[src/rtl/sirv_plic_claim_seq_pkg.sv]
// ----------------------------------------------------------------------------
// sirv_plic_claim_seq_pkg
// Shared constants for the hardware PLIC claim/complete sequencer:
//   - FSM state encoding (3-bit)
//   - default PLIC base address and hart-0 claim/complete register offset
//   - ICB command field widths
// ----------------------------------------------------------------------------
package sirv_plic_claim_seq_pkg;

    localparam int ICB_AW = 32;
    localparam int ICB_DW = 32;

    localparam logic [ICB_AW-1:0] PLIC_BASE_DFLT = 32'h0C00_0000;
    localparam logic [ICB_AW-1:0] CLAIM_OFS_DFLT = 32'h0020_0004;

    localparam logic [2:0] ST_IDLE     = 3'd0;
    localparam logic [2:0] ST_CLM_CMD  = 3'd1;
    localparam logic [2:0] ST_CLM_RSP  = 3'd2;
    localparam logic [2:0] ST_DISPATCH = 3'd3;
    localparam logic [2:0] ST_CMP_CMD  = 3'd4;
    localparam logic [2:0] ST_CMP_RSP  = 3'd5;

endpackage

[src/rtl/sirv_plic_claim_cnt.sv]
// ----------------------------------------------------------------------------
// sirv_plic_claim_cnt
// Free-running count of completed interrupts; wraps modulo 2^CNT_W.
// Ports:
//   clk, rst : clock, asynchronous active-high reset
//   inc      : increment by one this cycle
//   cnt      : current count
// ----------------------------------------------------------------------------
module sirv_plic_claim_cnt #(
    parameter int CNT_W = 16
) (
    input  logic             clk,
    input  logic             rst,
    input  logic             inc,
    output logic [CNT_W-1:0] cnt
);

    always_ff @(posedge clk or posedge rst) begin
        if (rst) begin
            cnt <= '0;
        end else if (inc) begin
            cnt <= cnt + 1'b1;
        end
    end

endmodule

[src/rtl/sirv_plic_claim_seq.sv]
// ----------------------------------------------------------------------------
// sirv_plic_claim_seq
// ICB initiator servicing the PLIC hart-0 context in hardware: on plic_irq_i
// it reads the claim register, hands the ID to a hardware handler, and after
// the handler is done writes the ID back to the complete register.
//
// Ports:
//   clk, rst           : clock, asynchronous active-high reset
//   enable_i           : sequencer enable, only looked at in IDLE
//   plic_irq_i         : PLIC interrupt request (level)
//   o_icb_cmd_*        : ICB command channel (valid/ready/addr/read/wdata)
//   o_icb_rsp_*        : ICB response channel (valid/ready/rdata/err)
//   hdl_req_o/hdl_id_o : handler request and claimed ID
//   hdl_done_i         : handler done (pulse or level), used only in DISPATCH
//   busy_o             : FSM not in IDLE
//   err_o              : one-cycle pulse the cycle after an error response
//   cnt_o              : completed-interrupt count
//
// Handshake: a transfer on either ICB channel happens in the cycle where
// valid and ready are both high at the rising clock edge. The initiator keeps
// valid and all command fields stable until that edge; it never drops valid
// without a handshake. rsp_ready is only raised in the response states, so
// command valid and response ready are never high together and at most one
// transaction is outstanding.
// ----------------------------------------------------------------------------
module sirv_plic_claim_seq
    import sirv_plic_claim_seq_pkg::*;
#(
    parameter logic [31:0] PLIC_BASE = PLIC_BASE_DFLT,
    parameter logic [31:0] CLAIM_OFS = CLAIM_OFS_DFLT,
    parameter int          ID_W      = 10,
    parameter int          CNT_W     = 16
) (
    input  logic              clk,
    input  logic              rst,
    input  logic              enable_i,
    input  logic              plic_irq_i,
    output logic              o_icb_cmd_valid,
    input  logic              o_icb_cmd_ready,
    output logic [ICB_AW-1:0] o_icb_cmd_addr,
    output logic              o_icb_cmd_read,
    output logic [ICB_DW-1:0] o_icb_cmd_wdata,
    input  logic              o_icb_rsp_valid,
    output logic              o_icb_rsp_ready,
    input  logic [ICB_DW-1:0] o_icb_rsp_rdata,
    input  logic              o_icb_rsp_err,
    output logic              hdl_req_o,
    output logic [ID_W-1:0]   hdl_id_o,
    input  logic              hdl_done_i,
    output logic              busy_o,
    output logic              err_o,
    output logic [CNT_W-1:0]  cnt_o
);

    localparam logic [ICB_AW-1:0] CLAIM_ADDR = PLIC_BASE + CLAIM_OFS;

    logic [2:0]      state;
    logic [2:0]      state_nxt;
    logic            cmd_hs;
    logic            rsp_hs;
    logic [ID_W-1:0] rsp_id;
    logic            claim_ok;
    logic            cnt_inc;
    logic            err_q;
    logic            unused_rdata_hi;

    assign cmd_hs   = o_icb_cmd_valid & o_icb_cmd_ready;
    assign rsp_hs   = o_icb_rsp_valid & o_icb_rsp_ready;
    assign rsp_id   = o_icb_rsp_rdata[ID_W-1:0];
    // A claim of ID 0 means nothing was pending; it is not completed.
    assign claim_ok = (state == ST_CLM_RSP) & rsp_hs & ~o_icb_rsp_err & (rsp_id != '0);
    assign cnt_inc  = (state == ST_CMP_RSP) & rsp_hs & ~o_icb_rsp_err;

    // Claim data above the ID field carries no meaning here.
    assign unused_rdata_hi = ^o_icb_rsp_rdata[ICB_DW-1:ID_W];

    // ---------------- state register ----------------
    always_ff @(posedge clk or posedge rst) begin
        if (rst) begin
            state <= ST_IDLE;
        end else begin
            state <= state_nxt;
        end
    end

    // ---------------- next-state logic ----------------
    always_comb begin
        state_nxt = state;
        case (state)
            ST_IDLE: begin
                if (enable_i && plic_irq_i) begin
                    state_nxt = ST_CLM_CMD;
                end
            end
            ST_CLM_CMD: begin
                if (cmd_hs) begin
                    state_nxt = ST_CLM_RSP;
                end
            end
            ST_CLM_RSP: begin
                if (rsp_hs) begin
                    state_nxt = claim_ok ? ST_DISPATCH : ST_IDLE;
                end
            end
            ST_DISPATCH: begin
                if (hdl_done_i) begin
                    state_nxt = ST_CMP_CMD;
                end
            end
            ST_CMP_CMD: begin
                if (cmd_hs) begin
                    state_nxt = ST_CMP_RSP;
                end
            end
            ST_CMP_RSP: begin
                if (rsp_hs) begin
                    state_nxt = ST_IDLE;
                end
            end
            default: state_nxt = ST_IDLE;
        endcase
    end

    // ---------------- output logic ----------------
    always_comb begin
        o_icb_cmd_valid = 1'b0;
        o_icb_cmd_addr  = '0;
        o_icb_cmd_read  = 1'b0;
        o_icb_cmd_wdata = '0;
        o_icb_rsp_ready = 1'b0;
        hdl_req_o       = 1'b0;
        busy_o          = (state != ST_IDLE);
        case (state)
            ST_CLM_CMD: begin
                o_icb_cmd_valid = 1'b1;
                o_icb_cmd_addr  = CLAIM_ADDR;
                o_icb_cmd_read  = 1'b1;
            end
            ST_CLM_RSP: o_icb_rsp_ready = 1'b1;
            ST_DISPATCH: hdl_req_o = 1'b1;
            ST_CMP_CMD: begin
                o_icb_cmd_valid = 1'b1;
                o_icb_cmd_addr  = CLAIM_ADDR;
                o_icb_cmd_wdata = {{(ICB_DW-ID_W){1'b0}}, hdl_id_o};
            end
            ST_CMP_RSP: o_icb_rsp_ready = 1'b1;
            default: ;
        endcase
    end

    // ---------------- datapath registers ----------------
    always_ff @(posedge clk or posedge rst) begin
        if (rst) begin
            hdl_id_o <= '0;
            err_q    <= 1'b0;
        end else begin
            if (claim_ok) begin
                hdl_id_o <= rsp_id;
            end
            err_q <= rsp_hs & o_icb_rsp_err;
        end
    end

    assign err_o = err_q;

    sirv_plic_claim_cnt #(
        .CNT_W (CNT_W)
    ) u_cnt (
        .clk (clk),
        .rst (rst),
        .inc (cnt_inc),
        .cnt (cnt_o)
    );

endmodule

[config.mk]
export PLATFORM = sky130hd
export DESIGN_NAME = sirv_plic_claim_seq
export DESIGN_NICKNAME = d
export VERILOG_FILES = /design/src/rtl/sirv_plic_claim_seq_pkg.sv /design/src/rtl/sirv_plic_claim_cnt.sv /design/src/rtl/sirv_plic_claim_seq.sv
export SDC_FILE = /design/constraint.sdc
export NUM_CORES = 1
export LEC_CHECK = 0
export ABC_AREA = 1
export BUFFER_PORTS_ARGS = -buffer_cell sky130_fd_sc_hd__buf_4
export CORE_AREA = 4 4 79 74
export DETAILED_ROUTE_END_ITERATION = 8
export DIE_AREA = 0 0 83 78
export GPL_TIMING_DRIVEN = 0
export HOLD_SLACK_MARGIN = 0.08
export PLACE_DENSITY_LB_ADDON = 0.1
export SYNTH_ARGS = -nofsm -noshare
export SYNTH_HDL_FRONTEND = slang
export SYNTH_SLANG_ARGS = --single-unit
[constraint.sdc]
create_clock -name clk -period 1.63 [get_ports clk]
set_input_delay 0.0815 -clock clk [delete_from_list [all_inputs] [get_ports clk]]
set_output_delay 0.0815 -clock clk [all_outputs]
set_load 0.01 [all_outputs]
==> metrics.yaml, run 1 <==
cts-htree-levels: 2
yosys_most_used_dff: "dfrtp_1"
seq_area_frac_synth_pct: 36.9
wl_um: 4930
area_growth_syn_to_layout_pct: 48.3
synth_cells: 280
skew_ns: 0.00176
n_antenna_cell: 0
endpoint: "err_o"
critPathLaunch: "state[2]"
required_ns: 1.85
antenna_found_initial: 0
crit_chain: "inv_2 -> nand3b_1 -> nand2_1 -> nand2_1 -> nor2_1 -> dlygate4sd3_1"
synth_area_leaders: "dfrtp_1, buf_4, nand2_1"
grt_pass1_vias: 1943
wire_per_inst_um: 10.3
drt_iter0_markers: 50
clockRootBuffer: "clkbuf_8"
timing.slew.headroom_pct: 63.9
overflow: 0
synth_top_cells_by_count: "nand2_1, buf_4, nor2_1"
core_area_um2: 5070
clk_latency_ns: 0.28
critical_path.most_common_cell: "nand2_1"
rr_endpoint: "err_o"
ant_nets: 0
arrival_ns: 1.73
dp_hpwl_um: 3690
fillers: 496
die_w_um: 83
avgSynthCellArea_um2: 7.27
synthArstFlopShare_pct: 100
drive_above_1_share_pct: 34.3
synth_edf_count: 0
setup_viol: 0
hold_slack_ns: 0.0974
cp_slowest_stage_delay_ns: 0.54
worstSetupPathType: "reg -> reg"
cts_tree: "built"
dp_cells: 459
vias: 1906
drc: 0
fin_crit_sh_pct: 92.7
ys_warn_count: 0
numCtsBuffers: 5
fin_cells: 478
dieArea_um2: 6470
clock_path_buffers: 2
report.final.hold_viol_count: 0
crit_path_top_delay_cell: "dlygate4sd3_1"
end_kind: "flip-flop"
clock-sinks: 30
yosysTopAreaCell: "dfrtp_1"
die_h_um: 78
pin_count: 136
r2r_cells: 6
ys_ff_latch: 30
clk_pin_slew_worst_paths_ns: 0.06
vdd_drop_max_v: 0.000877
max_cap_violations: 0
worst_slew_pin_slew_ns: 0.541
syn_area_um2: 2040
grt_pass1_wl_um: 8560
synth.top_cell.area_share_pct: 36.9
initial_core_util_pct: 40.2
p_leak_uw: 0.00174
place_congestion: 0.810
port_buffers: 63
final_nets: 453
status: "finished clean"
power_density_nw_per_um2: 1200
maxSlewViolCount: 0
synth_most_common_cell: "nand2_1"
crit_fanout: 6
r2r_start: "state[2]"
first_pass_iters: 4
row_count: 25
period_needed_ns: 1.51
vias_per_cell: 3.99
grt_start_max_net_pins: 31
crit_path_start_kind: "flip-flop"
r2r_slack_ns: 0.12
max_clock_freq_ghz: 0.662
grt_usage_pct: 15.9
hold_class: "in -> reg"
synth.distinct_cells: 25
## sequential cells by signal, summed over array words and instances (netlist names)
register / cells
u_cnt.cnt: 16
hdl_id_o: 10
state: 3
err_o: 1
## cell usage in the layout, fill, tap and decap left out, types with 2 or more instances in the layout
cell type,instances
nand4_1,3
nand3_2,2
o21ai_1,5
dfrtp_2,2
nor2_4,2
dlygate4sd3_1,12
a21oi_1,9
dfrtp_1,28
xor2_1,5
inv_1,31
clkbuf_8,6
o21ai_0,2
nand2_1,68
conb_1,50
nor2_1,39
buf_2,2
nand3_1,9
nor2_2,2
buf_4,119
xnor2_1,4
inv_2,3
nand3b_1,2
## worst min-delay path by stage
stage	startpoint	end	slack [ns]	cells past startpoint
floorplan	rst	err_o	0.17	1
finish	o_icb_rsp_rdata[2]	hdl_id_o[2]	0.1	3
detailed placement	o_icb_rsp_err	err_o	0.33	3
CTS	o_icb_rsp_rdata[2]	hdl_id_o[2]	0.08	3
global route	o_icb_rsp_rdata[2]	hdl_id_o[2]	0.10	3
global placement	o_icb_rsp_err	err_o	0.33	3
## kinds of logic (layout without fill, tap and decap cells)
group	Yosys count	in the layout	share of synthesized area, %
and+or+nand+nor	129	129	26.4
buffers and inverters	92	174	27.3
DFF	30	30	36.9
AOI/OAI and AO/OA	18	18	4.73
xor gates and xnor gates	9	9	3.87
adders and majority gates	1	1	0.614
other	1	50	0.184
## final cells by class
class | instances | area [µm²] | area share (%)
repair buffers | 76 | 621 | 20.5
flip-flops and latches | 30 | 753 | 24.9
plain buffers | 58 | 430 | 14.2
multi-input cells | 207 | 923 | 30.6
inverters | 34 | 128 | 4.22
well taps | 67 | 83.8 | 2.77
clock buffers | 6 | 82.6 | 2.73
## critical path: cells and delay by family, from the launching register on
kind          cells  cell delay (ns)
buf+inv           2             0.65
flops             1             0.45
simple gates      4             0.35
## through the flow
step / setup slack (ns) / total power, µW / TNS, ns / util (%) / cell area, µm²
final: 0.119 / 3630 / 0 / 59.6 / 3020
after global routing: -0.0000216 / 3920 / -0.0000216 / 59.6 / 3020
after CTS: 0.00510 / 3620 / 0 / 58.7 / 2970
after detailed placement: 0.122 / 2970 / 0 / 54.8 / 2780
after global placement: 0.118 / 2940 / 0 / 54.8 / 2780
after floorplan: 0.245 / 2170 / 0 / - / 2220
## where the power goes
group	internal, µW	switching [µW]	total (µW)
registers	963	222	1190
clock network	325	281	606
logic	922	913	1830
## metal layers
layer  track usage [%]  part of all wire, %
met5                 0                    0
met4              5.72                  1.2
met3              5.10                  6.8
met2              28.8                   52
met1              17.5                   40
## timing repair
| item | in CTS | in global routing |
|---|---|---|
| endpoints found under the hold margin | 10 | 10 |
| gates resized for setup | 2 | 5 |
| setup endpoints to repair | 10 | 17 |
| setup buffers | 0 | 0 |
| hold buffers | 11 | 1 |
| pin swaps | 0 | 1 |
(Power assumes the default switching activity.)
==> inputs of run 2 (changes only) <==
- PLACE_DENSITY: not set -> 0.86
- PLACE_DENSITY_LB_ADDON: 0.1 -> not set
==> metrics.yaml, run 2 (synthesized netlist as in run 1, its figures left out) <==
final_nets: 448
final_cell_mix: "buf_4, nand2_1, conb_1, nor2_1, inv_1"
hold_class: "in -> async"
largest_register_ffs: 16
timing.slew.headroom_pct: 27.3
report.final.hold_viol_count: 0
initial_core_util_pct: 40.2
max_clock_freq_ghz: 0.643
worstSetupPathType: "reg -> out"
vias: 1922
pin_count: 136
cts_tree: "built"
r2r_slack_ns: 0.11
clock_path_buffers: 2
row_count: 25
n_antenna_cell: 0
wl_um: 4930
wire_per_inst_um: 10.4
endpoint: "o_icb_cmd_wdata[6]"
end_kind: "output port"
utilization_pct: 58.2
worst_slew_pin_slew_ns: 1.09
core_area_um2: 5070
clock-sinks: 30
grt_setup_unrepaired: "true"
vdd_drop_max_v: 0.00105
grt_start_max_net_pins: 31
r2r_cells: 5
maxSlewViolCount: 0
top_regs: "u_cnt.cnt: 16 flops, hdl_id_o: 10 flops, state: 3 flops"
drive_above_1_share_pct: 34.6
ant_nets: 0
regMostFlops: "u_cnt.cnt"
grt_pass1_vias: 1829
critPathLaunch: "state[1]"
crit_path_start_kind: "flip-flop"
drt_iter0_markers: 76
antenna_found_initial: 0
r2r_start: "state[0]"
dieArea_um2: 6470
overflow: 0
p_leak_uw: 0.00171
numCtsBuffers: 5
dp_hpwl_um: 3820
rr_endpoint: "err_o"
place_congestion: 0.817
fin_cells: 474
max_cap_violations: 0
grt_pass1_wl_um: 7970
finalSetupTns_ns: 0
dp_cells: 459
skew_ns: 0.00226
arrival_ns: 1.47
die_w_um: 83
setup_viol: 0
clockRootBuffer: "clkbuf_8"
required_ns: 1.55
grt_usage_pct: 15.0
clk_latency_ns: 0.27
first_pass_iters: 4
period_needed_ns: 1.55
vias_per_cell: 4.05
die_h_um: 78
port_buffers: 63
area_growth_syn_to_layout_pct: 44.9
power_density_nw_per_um2: 1210
clk_pin_slew_worst_paths_ns: 0.06
cts-htree-levels: 2
layout_commonest_cell: "buf_4"
status: "finished clean"
crit_fanout: 10
drc: 0
fin_crit_sh_pct: 95.4
==> run 2: changes by cell type in the layout (fill, tap and decap cells not counted) <==
cell	delta
dlygate4sd3_1	-4
clkbuf_1	+2
clkbuf_8	-1
nand2_2	+1
nand2_1	-1
dfrtp_2	+1
buf_16	-1
dfrtp_1	-1
==> run 2: metrics by stage <==
stage                     setup WS, ns  instance area, µm²  power (µW)  hold WS (ns)
after global routing           -0.0134                2950        3880        0.0844
after CTS                       0.0368                2940        3580        0.0809
after global placement           0.157                2780        2910         0.330
final                           0.0753                2950        3580        0.0785
after floorplan                  0.245                2220        2170         0.172
after detailed placement         0.142                2780        2980         0.336
==> run 2: power breakdown <==
group | internal, µW | switching (µW)
sequential | 966 | 211
clock | 293 | 254
combinational | 911 | 947
total | 2170 | 1410
==> run 2: worst max-delay path, cell delays in order, from the launching register on <==
cell	delay [ns]
dfrtp_2	0.45
nor2_4	0.16
nand2_1	0.09
buf_2	0.19
nor2_1	0.15
buf_4	0.15
==> run 2: metal layers <==
layer / up-vias / GRT usage [%] / share of wire, %
li1: 994 / - / -
met1: 861 / 16.2 / 40
met2: 61 / 26.3 / 52
met3: 6 / 6.26 / 7.5
met4: 0 / 5.72 / 1.2
met5: - / 0 / 0
==> run 2: worst min path at each step <==
stage | from | end | cells past startpoint | slack [ns]
after global routing | o_icb_rsp_rdata[8] | hdl_id_o[8] | 3 | 0.08
after global placement | o_icb_rsp_err | err_o | 3 | 0.33
after detailed placement | o_icb_rsp_err | err_o | 3 | 0.34
after floorplan | rst | err_o | 1 | 0.17
after CTS | o_icb_rsp_rdata[9] | hdl_id_o[9] | 3 | 0.08
final | rst | u_cnt.cnt[5] | 2 | 0.08
==> run 2: timing repair <==
action                                  in CTS  in global routing
gates resized for setup                      3                  6
endpoints found under the setup margin      14                 12
hold buffers                                 8                  0
setup buffers                                0                  0
hold endpoints to repair                     7                  0
==> run 2: layout make-up <==
type | count | area (µm²)
fill | 493 | 2120
buffer | 58 | 430
timing repair buffer | 71 | 553
multi-input combinational | 207 | 926
clock buffer | 7 | 76.3
sequential | 30 | 754
inverter | 34 | 128
tap | 67 | 83.8
